==> config.mk <==
export PLATFORM = sky130hd
export DESIGN_NAME = hx711_avg_filter
export DESIGN_NICKNAME = d
export VERILOG_FILES = /design/src/rtl/hx711_pkg.sv /design/src/rtl/hx711_stability_det.sv /design/src/rtl/hx711_avg_filter.sv
export SDC_FILE = /design/constraint.sdc
export NUM_CORES = 1
export LEC_CHECK = 0
export BUFFER_PORTS_ARGS = -buffer_cell sky130_fd_sc_hd__buf_4
export CAP_MARGIN = 20
export CORE_UTILIZATION = 39
export DETAILED_ROUTE_END_ITERATION = 12
export GPL_TIMING_DRIVEN = 0
export PLACE_DENSITY = 0.51
export SLEW_MARGIN = 5
export SYNTH_ARGS = -nofsm -noshare
export SYNTH_HDL_FRONTEND = slang
export SYNTH_SLANG_ARGS = --single-unit
==> constraint.sdc <==
create_clock -name clk -period 16.4 [get_ports clk]
set_input_delay 2.46 -clock clk [delete_from_list [all_inputs] [get_ports clk]]
set_output_delay 2.46 -clock clk [all_outputs]
set_load 0.01 [all_outputs]
==> src/rtl/hx711_pkg.sv <==
// ----------------------------------------------------------------------------
// hx711_pkg
// Shared types for the HX711 signal path (driver, averaging filter, top).
//   SAMPLE_W      : width of one raw HX711 conversion (two's complement)
//   sample_t      : signed raw sample / averaged reading
//   fill_state_t  : state of the moving-average window
// ----------------------------------------------------------------------------
package hx711_pkg;

    localparam int SAMPLE_W = 24;

    typedef logic signed [SAMPLE_W-1:0] sample_t;

    typedef enum logic {
        ST_FILLING = 1'b0,
        ST_FULL    = 1'b1
    } fill_state_t;

endpackage

==> src/rtl/hx711_stability_det.sv <==
// ----------------------------------------------------------------------------
// hx711_stability_det
// Decides whether successive averaged readings have settled.
//   clk, rst_n  : clock, asynchronous active-low reset
//   avg         : averaged reading that is about to be presented downstream
//   avg_valid   : one-cycle tick qualifying avg
//   clear       : synchronous flush (forget the reference and the count)
//   stable      : high while STABLE_COUNT consecutive deltas were in threshold
// The first qualified average after a flush only becomes the reference.
// The parent feeds this block the not-yet-registered average, so stable
// changes on the same edge that updates the registered avg_out/avg_valid.
// ----------------------------------------------------------------------------
module hx711_stability_det
    import hx711_pkg::*;
#(
    parameter logic [SAMPLE_W-1:0] STABLE_THRESH = 24'd100,
    parameter int unsigned         STABLE_COUNT  = 16
) (
    input  logic    clk,
    input  logic    rst_n,
    input  sample_t avg,
    input  logic    avg_valid,
    input  logic    clear,
    output logic    stable
);

    localparam int              CNT_W   = $clog2(STABLE_COUNT + 1);
    localparam logic [CNT_W-1:0] CNT_MAX = CNT_W'(STABLE_COUNT);

    logic             r_have_ref;
    sample_t          r_prev_avg;
    logic [CNT_W-1:0] r_cnt;
    logic             r_stable;

    logic [SAMPLE_W:0] w_delta;
    logic [SAMPLE_W:0] w_abs;
    logic              w_within;
    logic [CNT_W-1:0]  w_cnt_next;

    // 25-bit difference cannot overflow for any pair of 24-bit readings.
    assign w_delta    = {avg[SAMPLE_W-1], avg} - {r_prev_avg[SAMPLE_W-1], r_prev_avg};
    assign w_abs      = w_delta[SAMPLE_W] ? (~w_delta + 1'b1) : w_delta;
    assign w_within   = (w_abs <= {1'b0, STABLE_THRESH});
    assign w_cnt_next = !w_within          ? '0    :
                        (r_cnt == CNT_MAX) ? r_cnt : r_cnt + 1'b1;

    always_ff @(posedge clk or negedge rst_n) begin
        if (!rst_n) begin
            r_have_ref <= 1'b0;
            r_prev_avg <= '0;
            r_cnt      <= '0;
            r_stable   <= 1'b0;
        end else if (clear) begin
            r_have_ref <= 1'b0;
            r_cnt      <= '0;
            r_stable   <= 1'b0;
        end else if (avg_valid) begin
            r_prev_avg <= avg;
            if (!r_have_ref) begin
                r_have_ref <= 1'b1;
                r_cnt      <= '0;
                r_stable   <= 1'b0;
            end else begin
                r_cnt      <= w_cnt_next;
                r_stable   <= (w_cnt_next == CNT_MAX);
            end
        end
    end

    assign stable = r_stable;

endmodule

==> src/rtl/hx711_avg_filter.sv <==
// ----------------------------------------------------------------------------
// hx711_avg_filter
// Moving-average filter over the last 2^DEPTH_LOG2 HX711 samples.
//   clk, rst_n   : clock, asynchronous active-low reset
//   sample_in    : signed raw sample from the HX711 driver
//   sample_valid : one-cycle tick qualifying sample_in
//   clear        : synchronous flush (tare / re-zero); wins over sample_valid
//   avg_out      : registered signed average (held across clear)
//   avg_valid    : one-cycle tick, 1 cycle after each sample accepted in FULL
//   primed       : window holds a full set of samples
//   stable       : averaged reading has settled (see hx711_stability_det)
// ----------------------------------------------------------------------------
module hx711_avg_filter
    import hx711_pkg::*;
#(
    parameter int unsigned         DEPTH_LOG2    = 3,
    parameter logic [SAMPLE_W-1:0] STABLE_THRESH = 24'd100,
    parameter int unsigned         STABLE_COUNT  = 16
) (
    input  logic    clk,
    input  logic    rst_n,
    input  sample_t sample_in,
    input  logic    sample_valid,
    input  logic    clear,
    output sample_t avg_out,
    output logic    avg_valid,
    output logic    primed,
    output logic    stable
);

    localparam int                  WIN       = 1 << DEPTH_LOG2;
    localparam int                  SUM_W     = SAMPLE_W + DEPTH_LOG2;
    localparam logic [DEPTH_LOG2:0] FILL_LAST = (DEPTH_LOG2 + 1)'(WIN - 1);

    fill_state_t                r_state;
    sample_t                    r_buf [WIN];
    logic [DEPTH_LOG2-1:0]      r_ptr;
    logic [DEPTH_LOG2:0]        r_fill;
    logic signed [SUM_W-1:0]    r_sum;
    sample_t                    r_avg;
    logic                       r_avg_valid;
    logic                       r_primed;

    logic                       w_accept;
    logic                       w_fills_now;
    logic                       w_fire;
    sample_t                    w_evicted;
    logic signed [SUM_W-1:0]    w_sum_next;
    sample_t                    w_avg_next;

    assign w_accept    = sample_valid && !clear;
    assign w_fills_now = (r_state == ST_FILLING) && (r_fill == FILL_LAST);
    assign w_fire      = w_accept && ((r_state == ST_FULL) || w_fills_now);

    // Slot at r_ptr holds the oldest sample only once the window is full.
    assign w_evicted  = (r_state == ST_FULL) ? r_buf[r_ptr] : '0;
    assign w_sum_next = r_sum + SUM_W'(sample_in) - SUM_W'(w_evicted);
    // Dropping the low bits of a two's-complement sum is a floor division.
    assign w_avg_next = w_sum_next[SUM_W-1:DEPTH_LOG2];

    // Buffer is not reset: its slots are never read until overwritten.
    always_ff @(posedge clk) begin
        if (w_accept) begin
            r_buf[r_ptr] <= sample_in;
        end
    end

    always_ff @(posedge clk or negedge rst_n) begin
        if (!rst_n) begin
            r_state     <= ST_FILLING;
            r_ptr       <= '0;
            r_fill      <= '0;
            r_sum       <= '0;
            r_avg       <= '0;
            r_avg_valid <= 1'b0;
            r_primed    <= 1'b0;
        end else if (clear) begin
            r_state     <= ST_FILLING;
            r_ptr       <= '0;
            r_fill      <= '0;
            r_sum       <= '0;
            r_avg_valid <= 1'b0;
            r_primed    <= 1'b0;
        end else begin
            r_avg_valid <= w_fire;
            if (w_fire) begin
                r_avg <= w_avg_next;
            end
            if (w_accept) begin
                r_sum <= w_sum_next;
                r_ptr <= r_ptr + 1'b1;
                if (r_state == ST_FILLING) begin
                    r_fill <= r_fill + 1'b1;
                    if (w_fills_now) begin
                        r_state  <= ST_FULL;
                        r_primed <= 1'b1;
                    end
                end
            end
        end
    end

    hx711_stability_det #(
        .STABLE_THRESH (STABLE_THRESH),
        .STABLE_COUNT  (STABLE_COUNT)
    ) u_stab (
        .clk       (clk),
        .rst_n     (rst_n),
        .avg       (w_avg_next),
        .avg_valid (w_fire),
        .clear     (clear),
        .stable    (stable)
    );

    assign avg_out   = r_avg;
    assign avg_valid = r_avg_valid;
    assign primed    = r_primed;

endmodule

Word-level counts from Yosys, hierarchy flattened:

Memories as Yosys holds them, arrays and structs flattened.
Cells that the tools add are included.

* add/sub/neg operators: 7
* $mul: 0
* divide/modulo/power cells: 0
* order comparisons: 1
* eq/ne operators: 4
* shifts and indexed selects: 0
* multiplexer cells: 30
* bitwise logic cells: 3
* reductions and logical operators: 11

Operators by type and width (number)
* 2-to-1 mux 27 bit: 2
* adder 27 x 24 -> 27 bit: 1
* subtractor 27 x 24 -> 27 bit: 1
* adder 25 x 1 -> 25 bit (second input constant): 1
* <= comparator 25 x 7 -> 1 bit (second input constant): 1
* 2-to-1 mux 25 bit: 1
* 2-to-1 mux 5 bit: 5
* inverter 25 bit: 1
* subtractor 24 x 24 -> 25 bit: 1
* 2-to-1 mux 24 bit: 1
* 2-to-1 mux 1 bit: 16
* 2-to-1 mux 4 bit: 3
* equality test 5 bit (second input constant): 2
* 2-to-1 mux 3 bit: 2
* nonzero test 2 bit: 3
* adder 5 x 1 -> 5 bit (second input constant): 1
* adder 4 x 1 -> 4 bit (second input constant): 1
* equality test 4 x 3 -> 1 bit (second input constant): 1
* AND reduction 2 bit: 2
* adder 3 x 1 -> 3 bit (second input constant): 1
* logical AND 1 bit: 3
* AND reduction 3 bit: 1
* != test 2 bit (second input constant): 1
* inverter 1 bit: 2
* 2 further kinds: 2

* register bits after elaboration: 68
* bits in latches: 0
* memory bits (writable): 192
* memory bits (read-only): 0
* output and inout bits: 27
* logic and storage cells: 67
* memories: 1

Memory list
* r_buf: words 8, width 24, rd ports 1, clocked after memory_dff 0, wr ports 1, RTL line hx711_avg_filter.sv:36 `sample_t r_buf [WIN];`

Depth between registers and ports, before layout:

Gate-level depths: netlist (run 1).
An unclocked memory read counts as a cell.

* depth after elaboration: 13
* gate-level depth with buffers: 35
* gate-level depth less buffers: 31

By module:

Synthesis (run 1) repeated with hierarchy kept, for this count alone.

* cell total of the unflattened synthesis: 1432
* area total of the unflattened synthesis: 16128.0 um^2

By module, submodules not included
* hx711_avg_filter: instances 1, cells an instance 916, area an instance 12203.0 um^2
* hx711_stability_det: instances 1, cells an instance 516, area an instance 3925.0 um^2

Worst setup path after synthesis (run 1):

OpenSTA, ideal clock, no wires.

* path kind: input to register
* from: in sample_in[1]
* to: reg u_stab.r_stable (netlist: u_stab.stable)
* library setup time: 0.077 ns
* arrival: 8.159 ns
* data required time: 16.323 ns
* setup slack: 8.165 ns
* cell stages on the path: 28
* buffers on the path: 1
* cells stage by stage: inv_1 -> fa_1 -> inv_1 -> ha_1 -> a21o_1 -> a21oi_1 -> o21ai_0 -> a2111oi_0 -> o21a_1 -> nor2_1 -> o211a_1 -> o21a_1 -> nor2_1 -> xor2_1 -> inv_1 -> ha_1 -> clkbuf_1 -> and4_1 -> and2_1 -> o21a_1 -> o31ai_1 -> nand2_1 -> nor4bb_1 -> mux2i_1 -> a2111oi_0 -> and4_1 -> nand4_2 -> o21ai_1

* word-level cells in the longest chain between the ends: 12

Ends and longest elaborated chain
* from (decl): RTL line hx711_avg_filter.sv:22 `input sample_t sample_in,`
* adder 27 x 24 -> 27 bit *: RTL line hx711_avg_filter.sv:57 `assign w_sum_next = r_sum + SUM_W'(sample_in) - SUM_W'(w_evicted);`
* subtractor 27 x 24 -> 27 bit *: RTL line hx711_avg_filter.sv:57
* via u_stab.avg[20]: RTL line hx711_stability_det.sv:21 `input sample_t avg,`
* subtractor 24 x 24 -> 25 bit *: RTL line hx711_stability_det.sv:41 `assign w_delta = {avg[SAMPLE_W-1], avg} - {r_prev_avg[SAMPLE_W-1], r_prev_avg};`
* inverter 25 bit: RTL line hx711_stability_det.sv:42 `assign w_abs = w_delta[SAMPLE_W] ? (~w_delta + 1'b1) : w_delta;`
* adder 25 x 1 -> 25 bit: RTL line hx711_stability_det.sv:42
* 2-to-1 mux 25 bit *: RTL line hx711_stability_det.sv:42
* <= comparator 25 x 7 -> 1 bit *: RTL line hx711_stability_det.sv:43 `assign w_within = (w_abs <= {1'b0, STABLE_THRESH});`
* 2-to-1 mux 5 bit *: RTL line hx711_stability_det.sv:44 `assign w_cnt_next = !w_within ? '0 :`
* equality test 5 bit *: RTL line hx711_stability_det.sv:65 `r_stable <= (w_cnt_next == CNT_MAX);`
* 2-to-1 mux 1 bit *: RTL line hx711_stability_det.sv:59 `if (!r_have_ref) begin`
* 2-to-1 mux 1 bit *: RTL line hx711_stability_det.sv:57 `end else if (avg_valid) begin`
* 2-to-1 mux 1 bit *: RTL line hx711_stability_det.sv:53 `end else if (clear) begin`
* to (signal assigned): RTL line hx711_stability_det.sv:65
* to (decl): RTL line hx711_stability_det.sv:33 `logic r_stable;`

The timed path passes the listed nets; every way through them passes the cells marked *. The select of a mux whose other input is x is not followed.
A chain may end at the register's enable or synchronous reset.

Worst setup path in the final report (run 1):

* from: reg r_ptr[1]
* to: reg u_stab.r_cnt[1]

* word-level cells in the longest chain between the ends: 12

Ends and longest elaborated chain
* from (decl): RTL line hx711_avg_filter.sv:37 `logic [DEPTH_LOG2-1:0] r_ptr;`
* from (signal assigned): RTL line hx711_avg_filter.sv:91 `r_ptr <= r_ptr + 1'b1;`
* memory read (8 x 24 bit) *
* 2-to-1 mux 24 bit *: RTL line hx711_avg_filter.sv:56 `assign w_evicted = (r_state == ST_FULL) ? r_buf[r_ptr] : '0;`
* subtractor 27 x 24 -> 27 bit *: RTL line hx711_avg_filter.sv:57
* via u_stab.avg[20]: RTL line hx711_stability_det.sv:21
* subtractor 24 x 24 -> 25 bit *: RTL line hx711_stability_det.sv:41
* inverter 25 bit: RTL line hx711_stability_det.sv:42
* adder 25 x 1 -> 25 bit: RTL line hx711_stability_det.sv:42
* 2-to-1 mux 25 bit *: RTL line hx711_stability_det.sv:42
* <= comparator 25 x 7 -> 1 bit *: RTL line hx711_stability_det.sv:43
* 2-to-1 mux 5 bit *: RTL line hx711_stability_det.sv:44
* 2-to-1 mux 5 bit *: RTL line hx711_stability_det.sv:59
* 2-to-1 mux 5 bit *: RTL line hx711_stability_det.sv:57
* 2-to-1 mux 5 bit *: RTL line hx711_stability_det.sv:53
* to (signal assigned): RTL line hx711_stability_det.sv:64 `r_cnt <= w_cnt_next;`
* to (decl): RTL line hx711_stability_det.sv:32 `logic [CNT_W-1:0] r_cnt;`

Marks and branches as above.

==> out/results.tsv, run 1 <==
metric	value	unit
via count	10500	
mapped cell area	14700	um^2
commonest non-fill, non-tap cell in the layout	edfxtp_1	
CP endpoint kind	flip-flop	
CP Max Fanout	10	
DRC violations left	0	
Area growth syn-to-layout	15.5	%
Final min period	10.20	ns
Avg Vias per Cell	5.37	
Root Driver	clkbuf_16	
GR Overflow Total	0	
CP Class	reg2reg	
Final Slew Violations	0	
sequential area share after synthesis	0.507	
Final Setup Violations	0	
number of synthesized flops with an enable pin	192	
Max VDD drop	0.000116	V
flops & latches, synth	260	
port bufs	54	
first-pass GRT wire length	63.5	mm
synth warn	0	
Slew @ Worst Pin	1.12	ns
DR iter-0 viols	846	
final wirelength	41.3	mm
R2R cell count	33	
Filler cells	3487	
CTS resizes	0	
Pre-antenna DRT Iters	6	
Cell variety after synth	79	
CP peak stage delay	0.80	ns
Antenna Nets Post-Route	0	
multi-input logic area	6620	um^2
Sink Count	260	
Final period util	0.622	
RSZ-0062 raised after global routing	false	
PwrDens	199	nW/um^2
Top Family by Delay on Critical Path	compound AO/OA/AOI/OAI gates	
Worst setup SP type	flip-flop	
Worst EP required	16.91	ns
Hold Path Depth	2	
Layout Cells excl Fill	1962	
cts hold-fix bufs	0	
antenna violations before repair	0	
uppermost layer routed	met4	
CTS tree	done	
Buf/Inv on CP	6	
post-synth top area share	0.391	
setup TNS	0	ns
Clock Latency Late Sink	0.59	ns
number of global-route vias before repair	10300	
WP data arrival	10.70	ns
die height	196	um
gr usage total	0.219	
critical path depth in cells	33	
row cnt	70	
maxcap violations	0	
Synth Flop Type	edfxtp_1	
Post-CTS Setup Inserts	0	
WL met2	18.1	mm
Yosys top cell by area	edfxtp_1	
P_leak	0.00670	uW
most frequent cells in the layout	192 x edfxtp_1, 128 x inv_1, 106 x nor2_1, 94 x mux2i_1, 80 x nand2_1	
highest clock rate	98.1	MHz
most numerous cell on the critical path	o21a_1	
status	completed	
Post-Route M1 WL	20.4	mm
Synth async-reset ratio	0.262	
FF+latch area	7470	um^2
CTS Buf Count	30	
Placer Congestion	0.835	
Placed Cells	1908	
Max-slew headroom	0.250	
Initial Util	0.400	
Synthesized Nets	1445	
share of layout cells above drive strength 1	0.111	
final hold violation count	0	
met3 wire len	1.94	mm
Critical-path top delay cell	a2111oi_0	
hold crit path type	reg2reg	
post-detail-place hpwl	29.7	mm
Die ar.	38600	um^2
Final #Nets	1547	
Avg Inst Size Synth	11.0	um^2
Clock Skews	0.0251	ns
largest net degree at the start of global routing	69	
per-cell routed wire length	21.0	um
clock buffer depth	3	
CTS HTree Levels	1	
core box area	36900	um^2
Die X	196	um
Clk pin slew, worst setup/hold paths	0.07	ns
n_diodes	0	
I/O pin count	55	
Synth Instances	1334	
largest cells by area after synthesis	edfxtp_1 39%, dfrtp_1 12%, mux2i_1 6.4%, ha_1 4.8%, fa_1 3.7%	
-- synth_stat cells (9+ instances only) --
cell type and instances:
a21o_1 17, a21oi_1 75, a22oi_1 13, and2_1 9
and3_1 9, and4_1 11, buf_1 11, clkbuf_1 40
dfrtp_1 68, edfxtp_1 192, fa_1 27, ha_1 56
inv_1 128, mux2_2 16, mux2i_1 94, nand2_1 80
nand2b_1 16, nand3_1 19, nor2_1 110, nor2b_1 12
nor3_1 25, o21a_1 28, o21ai_0 65, o22ai_1 36
o31ai_1 9, xnor2_1 26, xor2_1 13
-- report_power, final --
group	internal [uW]	switching, uW
logic	692	1260
clock network	399	275
registers	742	17.2
-- layout make-up --
class | count | area share
Timing Repair Buffer | 70 | 0.0367
Clock inverter | 16 | 0.0118
Inverter | 128 | 0.0282
Buffer | 54 | 0.0125
Tap cell | 504 | 0.0371
Sequential cell | 260 | 0.439
Multi-Input combinational cell | 892 | 0.389
Clock buffer | 38 | 0.0459
-- worst reg2reg max path: cells and delay by family (launching register included) --
family          cells  cell delay [ns]
buf+inv             6             2.01
compound gates     13             3.89
mux                 1             0.11
simple gates        9             2.25
fa+ha+maj           3             1.13
xor+xnor            1             0.36
flops               1             0.35
-- state kept, by name (all words and copies together), names as in the netlist --
register,count
avg_valid,1
primed,1
r_buf,192
r_fill,4
r_ptr,3
r_state,1
r_sum,27
u_stab.r_cnt,5
u_stab.r_have_ref,1
u_stab.r_prev_avg,24
u_stab.stable,1
-- per-layer routing --
layer	up-vias	track usage
li1	5071	-
met1	5184	0.327
met2	237	0.337
met3	44	0.0275
met4	0	0.0556
met5	-	0
-- path summary, 6_finish.rpt --
path	slack [ns]	to	startpoint
min	0.49	u_stab.stable	u_stab.stable
max in group asynchronous	13.72	u_stab.r_prev_avg[19]	rst_n
max	6.20	u_stab.r_cnt[1]	r_ptr[1]
max reg2reg	6.20	u_stab.r_cnt[1]	r_ptr[1]
min in group asynchronous	1.99	u_stab.stable	rst_n
min reg2reg	0.49	u_stab.stable	u_stab.stable
-- cells by family (layout without fill, tap and decap cells) --
family | count (synthesis) | in the layout | share of synthesized area
flops | 260 | 260 | 0.507
mux | 112 | 112 | 0.0792
fa+ha+maj | 83 | 83 | 0.0842
buf+inv | 182 | 306 | 0.0470
simple gates | 332 | 332 | 0.113
compound gates | 325 | 325 | 0.146
xor+xnor | 40 | 40 | 0.0243
-- metrics by stage --
stage / instance area [um^2] / utilization / power (uW) / worst slack (ns) / hold slack (ns)
6_report: 17000 / 0.462 / 3380 / 6.20 / 0.491
5_1_grt: 17000 / 0.462 / 3660 / 5.50 / 0.536
4_1_cts: 17000 / 0.462 / 3380 / 6.27 / 0.499
3_5_place_dp: 16000 / 0.435 / 2690 / 6.33 / 0.484
3_3_place_gp: 15800 / 0.428 / 2670 / 6.33 / 0.477
2_1_floorplan: 14700 / - / 2220 / 8.16 / 0.476
Power figures use the tool's default switching activity.
==> run 2: changes to the inputs <==
--- a/config.mk
+++ b/config.mk
@@ -5,6 +5,7 @@
 export SDC_FILE = /design/constraint.sdc
 export NUM_CORES = 1
 export LEC_CHECK = 0
+export ABC_AREA = 1
 export BUFFER_PORTS_ARGS = -buffer_cell sky130_fd_sc_hd__buf_4
 export CAP_MARGIN = 20
 export CORE_UTILIZATION = 39
==> constraint.sdc (replaced) <==
create_clock -name clk -period 10.12 [get_ports clk]
set_input_delay 1.518 -clock clk [delete_from_list [all_inputs] [get_ports clk]]
set_output_delay 1.518 -clock clk [all_outputs]
set_load 0.01 [all_outputs]
==> run 2 against run 1 <==
Effect of this change:
- register-to-register slack got worse by 4.7 ns
- final area fell by 1.4%
- via count rose by 6.0%
- first-iteration DRC count fell by 33%
- core utilization fell by 0.64 points
- clock-buffer cell count fell by 4
- highest routed layer unchanged
- largest cell class unchanged
- maximum frequency rose by 18%
- flip-flop and latch count did not move
- clock skew fell by 0.0091 ns
- routed wire length fell by 0.67%
- non-clock buffer count fell by 27
==> out/results.tsv, run 2 <==
metric	value	unit	change
hold crit path type	reg2reg		
Avg Inst Size Synth	8.93	um^2	-19%
Synth Instances	1645		+23%
CTS HTree Levels	1		unchanged
final hold violation count	0		unchanged
Slew @ Worst Pin	0.915	ns	-0.209 ns
Cell variety after synth	49		-38%
synth warn	0		unchanged
WP data arrival	9.06	ns	-1.64 ns
Filler cells	3669		+5.2%
CP endpoint kind	flip-flop		
Reg with most FFs	r_buf		
Critical-path top delay cell	clkbuf_1		
first-pass GRT wire length	64.5	mm	+1.4%
post-synth top area share	0.392		+0.00110
Final min period	8.62	ns	-1.58 ns
Synth Flop Type	edfxtp_1		
Antenna Nets Post-Route	0		unchanged
Final period util	0.852		+0.230
synth cell count leaders	355 x nand2_1, 233 x inv_1, 192 x edfxtp_1		
setup TNS	0	ns	unchanged
n_diodes	0		unchanged
Synthesized Nets	1756		+22%
GR Overflow Total	0		unchanged
Clock Skews	0.0161	ns	-0.00907 ns
Post-CTS Setup Inserts	0		unchanged
GR peak layer	met2		
highest clock rate	116	MHz	+18%
Die ar.	38500	um^2	-0.27%
Sink Count	260		unchanged
CTS resizes	0		unchanged
Pre-antenna DRT Iters	4		-2
Area growth syn-to-layout	14.2	%	
Worst setup SP type	flip-flop		
multi-input logic area	6190	um^2	-6.6%
Max-slew headroom	0.390		+0.140
flops & latches, synth	260		unchanged
Synth async-reset ratio	0.262		unchanged
commonest non-fill, non-tap cell in the layout	nand2_1		
Die X	196	um	-0.14%
most frequent cells in the layout	355 x nand2_1, 233 x inv_1, 192 x edfxtp_1, 161 x nor2_1, 145 x o21ai_0		
number of synthesized flops with an enable pin	192		unchanged
port bufs	54		unchanged
I/O pin count	55		unchanged
Clock Latency Late Sink	0.56	ns	-0.03 ns
CP peak stage delay	0.61	ns	-0.19 ns
via count	11200		+6.0%
Root Driver	clkbuf_16		
die height	196	um	-0.14%
DR iter-0 viols	564		-33%
CTS tree	done		
CP Max Fanout	10		unchanged
DRC violations left	0		unchanged
core box area	36900	um^2	unchanged
CP Class	reg2reg		
global routing usage on met2	0.392		+0.0555
Final Slew Violations	0		unchanged
status	completed		
row cnt	70		unchanged
Yosys top cell by area	edfxtp_1		
M3 GR Usage	0.0210		-0.00658
clock buffer depth	3		unchanged
most frequent cell after synthesis	nand2_1		
gr usage total	0.221		+0.00121
largest net degree at the start of global routing	69		unchanged
most numerous cell on the critical path	nand2_1		
largest cells by area after synthesis	edfxtp_1 39%, dfrtp_1 12%, nand2_1 9.1%, inv_1 6.0%, o21ai_0 4.9%		
max reg flops	192		unchanged
post-detail-place hpwl	30.8	mm	+3.5%
final wirelength	41.0	mm	-0.67%
antenna violations before repair	0		unchanged
RSZ-0062 raised after global routing	false		
FF+latch area	7470	um^2	unchanged
maxcap violations	0		unchanged
mapped cell area	14700	um^2	-0.28%
largest registers	r_buf x192, r_sum x27, u_stab.r_prev_avg x24		
grt met1 use	0.286		-0.0411
CTS Buf Count	29		-3.3%
share of layout cells above drive strength 1	0.108		-0.00342
Final #Nets	1846		+19%
sequential area share after synthesis	0.508		+0.00142
Final Setup Violations	0		unchanged
Initial Util	0.398		-0.00112
Placer Congestion	0.865		+3.6%
number of global-route vias before repair	11200		+9.4%
Avg Vias per Cell	4.94		-7.9%
Worst EP required	10.56	ns	-6.35 ns
cts hold-fix bufs	0		unchanged
Clk pin slew, worst setup/hold paths	0.06	ns	about the same
per-cell routed wire length	18.2	um	-14%
run 2: changes by cell type after synthesis, sizes merged, moves of 27 or more:
cell   previous run  this run
o21ai            70       150
nand2            80       381
nor2            110       187
mux2i            94         0
inv             128       250
nand3            19        85
o21a             28         1
run 2: layer usage:
layer  wire [um]  share of wire
met1       18400           0.45
met2       20100           0.49
met3        1560          0.038
met4         929          0.023
met5           0              0
run 2: final cells by class:
cell class,count,share of cell area
buffer,38,0.00924
clock buffer,34,0.0444
clock inverter,17,0.00731
inverter,250,0.0562
multi-input combinational,1097,0.369
sequential,260,0.445
tap,504,0.0376
timing repair buffer,59,0.0319
run 2: path summary, 6_finish.rpt:
path                       slack [ns]  depth (start not counted)              end          start
min reg2reg                      0.49                          2    u_stab.stable  u_stab.stable
max in group asynchronous        8.43                          1         r_sum[2]          rst_n
min in group asynchronous        1.08                          1  u_stab.r_cnt[0]          rst_n
min                              0.49                          2    u_stab.stable  u_stab.stable
max                              1.50                         48    u_stab.stable       r_ptr[0]
max reg2reg                      1.50                         48    u_stab.stable       r_ptr[0]
run 2: stage by stage:
stage	util	area, um^2	instances	hold WS, ns	setup WS [ns]
2_1_floorplan	-	14700	1645	0.484	3.60
3_3_place_gp	0.427	15700	2203	0.476	1.52
3_5_place_dp	0.432	15900	2208	0.475	1.51
4_1_cts	0.455	16800	2259	0.493	1.47
5_1_grt	0.455	16800	2259	0.511	0.747
6_report	0.455	16800	2259	0.488	1.50
run 2: kinds of logic (layout without fill, tap and decap cells):
family,after synthesis,count (layout),share of synthesized area
AND/OR/NAND/NOR,694,694,0.206
buffers and inverters,288,398,0.0748
AO/OA/AOI/OAI,287,287,0.107
flip-flops,260,260,0.508
adder cells (fa/ha/maj),83,83,0.0845
XOR/XNOR,33,33,0.0197
run 2: worst max-delay path, delay by kind of cell, from the launching register on:
family / cells / cell delay [ns]
simple gates: 28 / 3.09
flops: 1 / 0.35
buf+inv: 6 / 1.48
compound gates: 11 / 2.16
fa+ha+maj: 3 / 1.38
Power of run 2 is not shown: default switching activity piles up to over one toggle a cycle in this logic, so the estimate is an artifact.
==> run 3: changes to the inputs <==
--- a/config.mk
+++ b/config.mk
@@ -8,9 +8,9 @@
 export ABC_AREA = 1
 export BUFFER_PORTS_ARGS = -buffer_cell sky130_fd_sc_hd__buf_4
 export CAP_MARGIN = 20
+export CORE_ASPECT_RATIO = 1.5
 export CORE_UTILIZATION = 39
 export DETAILED_ROUTE_END_ITERATION = 12
-export GPL_TIMING_DRIVEN = 0
 export PLACE_DENSITY = 0.51
 export SLEW_MARGIN = 5
 export SYNTH_ARGS = -nofsm -noshare
==> run 3 against run 2 <==
Effect of this change:
- worst hold slack better by 0.0033 ns
- clock skew is 0.00071 ns higher
- final cell count shrank 1.9%
- final area shrank 0.91%
- non-clock buffer count down 23
- critical path depth decreased by 5
- critical endpoint unchanged
==> out/results.tsv, run 3 (synthesized netlist as in run 2, its figures left out) <==
metric	value	unit	change
CTS HTree Levels	1		unchanged
Final Slew Violations	0		unchanged
commonest non-fill, non-tap cell in the layout	nand2_1		
pre-CTS setup slack	1.95	ns	+0.449 ns
n_diodes	0		unchanged
CP Max Fanout	15		+5
Slew @ Worst Pin	0.862	ns	-0.0533 ns
I/O pin count	55		unchanged
maxcap violations	0		unchanged
share of layout cells above drive strength 1	0.119		+0.0112
Initial Util	0.398		about the same
highest clock rate	123	MHz	+6.1%
CTS resizes	0		unchanged
antenna violations before repair	0		unchanged
first-pass GRT wire length	63.8	mm	-1.0%
largest registers	r_buf x192, r_sum x27, u_stab.r_prev_avg x24		
max reg flops	192		unchanged
core box area	36900	um^2	about the same
Placer Congestion	0.901		+4.2%
Root Driver	clkbuf_16		
Clock Latency Late Sink	0.56	ns	about the same
Final Setup Violations	0		unchanged
CTS tree	done		
largest net degree at the start of global routing	74		+7.2%
CP endpoint kind	flip-flop		
row cnt	86		+23%
hold crit path type	reg2reg		
Reg with most FFs	r_buf		
setup TNS	0	ns	unchanged
per-cell routed wire length	18.3	um	+0.52%
WP data arrival	8.57	ns	-0.49 ns
cts hold-fix bufs	0		unchanged
Final period util	0.802		-0.0493
most numerous cell on the critical path	nand2_1		
via count	11200		+0.036%
Area growth syn-to-layout	13.2	%	
Antenna Nets Post-Route	0		unchanged
Post-CTS Setup Inserts	0		unchanged
Pre-antenna DRT Iters	5		+1
hold path start	primed		
DRC violations left	0		unchanged
port bufs	54		unchanged
Max-slew headroom	0.425		+0.0355
CP Class	reg2reg		
RSZ-0062 raised after global routing	false		
crit path launch	r_ptr[1]		
Core Util, Final	0.451		-0.00457
Worst setup SP type	flip-flop		
GR Overflow Total	0		unchanged
Die X	160	um	-18%
final wirelength	40.5	mm	-1.3%
Critical-path top delay cell	inv_1		
most frequent cells in the layout	355 x nand2_1, 233 x inv_1, 192 x edfxtp_1, 158 x nor2_1, 144 x o21ai_0		
Clock Skews	0.0168	ns	+0.000707 ns
Die ar.	38500	um^2	about the same
DR iter-0 viols	541		-4.1%
clock buffer depth	3		unchanged
Final min period	8.12	ns	-0.499 ns
Final #Nets	1822		-1.3%
Sink Count	260		unchanged
post-detail-place hpwl	29.3	mm	-4.7%
R2R Path Start	r_ptr[1]		
Avg Vias per Cell	5.04		+1.9%
CTS Buf Count	28		-3.4%
status	completed		
Clk pin slew, worst setup/hold paths	0.06	ns	about the same
gr usage total	0.217		-0.00387
number of global-route vias before repair	11300		+0.86%
Worst EP required	10.57	ns	about the same
die height	240	um	+22%
final hold violation count	0		unchanged
CP peak stage delay	0.64	ns	+0.03 ns
setup slack after layout	2.00	ns	+0.499 ns
## run 3: cell count changes in the layout (fill, tap and decap cells not counted), sizes merged
cell / change
inv: -1
clkinvlp: +1
bufinv: +1
clkbuf: -30
clkinv: -2
buf: +9
## run 3: worst max-delay path, delay by kind of cell (launching register included)
family	cells	cell delay, ns
fa+ha+maj	3	1.16
compound gates	12	2.17
simple gates	24	3.13
buf+inv	4	1.11
flops	1	0.41
## run 3: layout make-up
type / count / area (um^2)
clock buffers: 36 / 752
clock inverters: 16 / 154
fillers: 3627 / 20300
inverters: 250 / 943
multi-input cells: 1097 / 6150
flip-flops and latches: 260 / 7470
well taps: 484 / 606
repair buffers: 74 / 556
## run 3: path summary, 6_finish.rpt
kind                            slack (ns)  depth (start not counted)             to
worst max-delay path                  2.00                         43  u_stab.stable
max in group asynchronous             8.24                          2       r_ptr[0]
worst min register to register        0.49                          2         primed
worst min-delay path                  0.49                          2         primed
worst max register to register        2.00                         43  u_stab.stable
min in group asynchronous             0.77                          1         primed
## run 3: metal layers
metal  wire (um)  GRT usage
met1       16500      0.251
met2       21700      0.412
met3        1130     0.0218
met4        1170     0.0724
met5           0          0
## run 3: metrics by stage
step	instances	cell area, um^2	hold WS, ns
after floorplan	1645	14700	0.484
after global placement	2165	15700	0.485
after detailed placement	2165	15700	0.485
after CTS	2217	16600	0.502
after global routing	2217	16600	0.547
final	2217	16600	0.492
Power of run 3 is left out for the same reason.
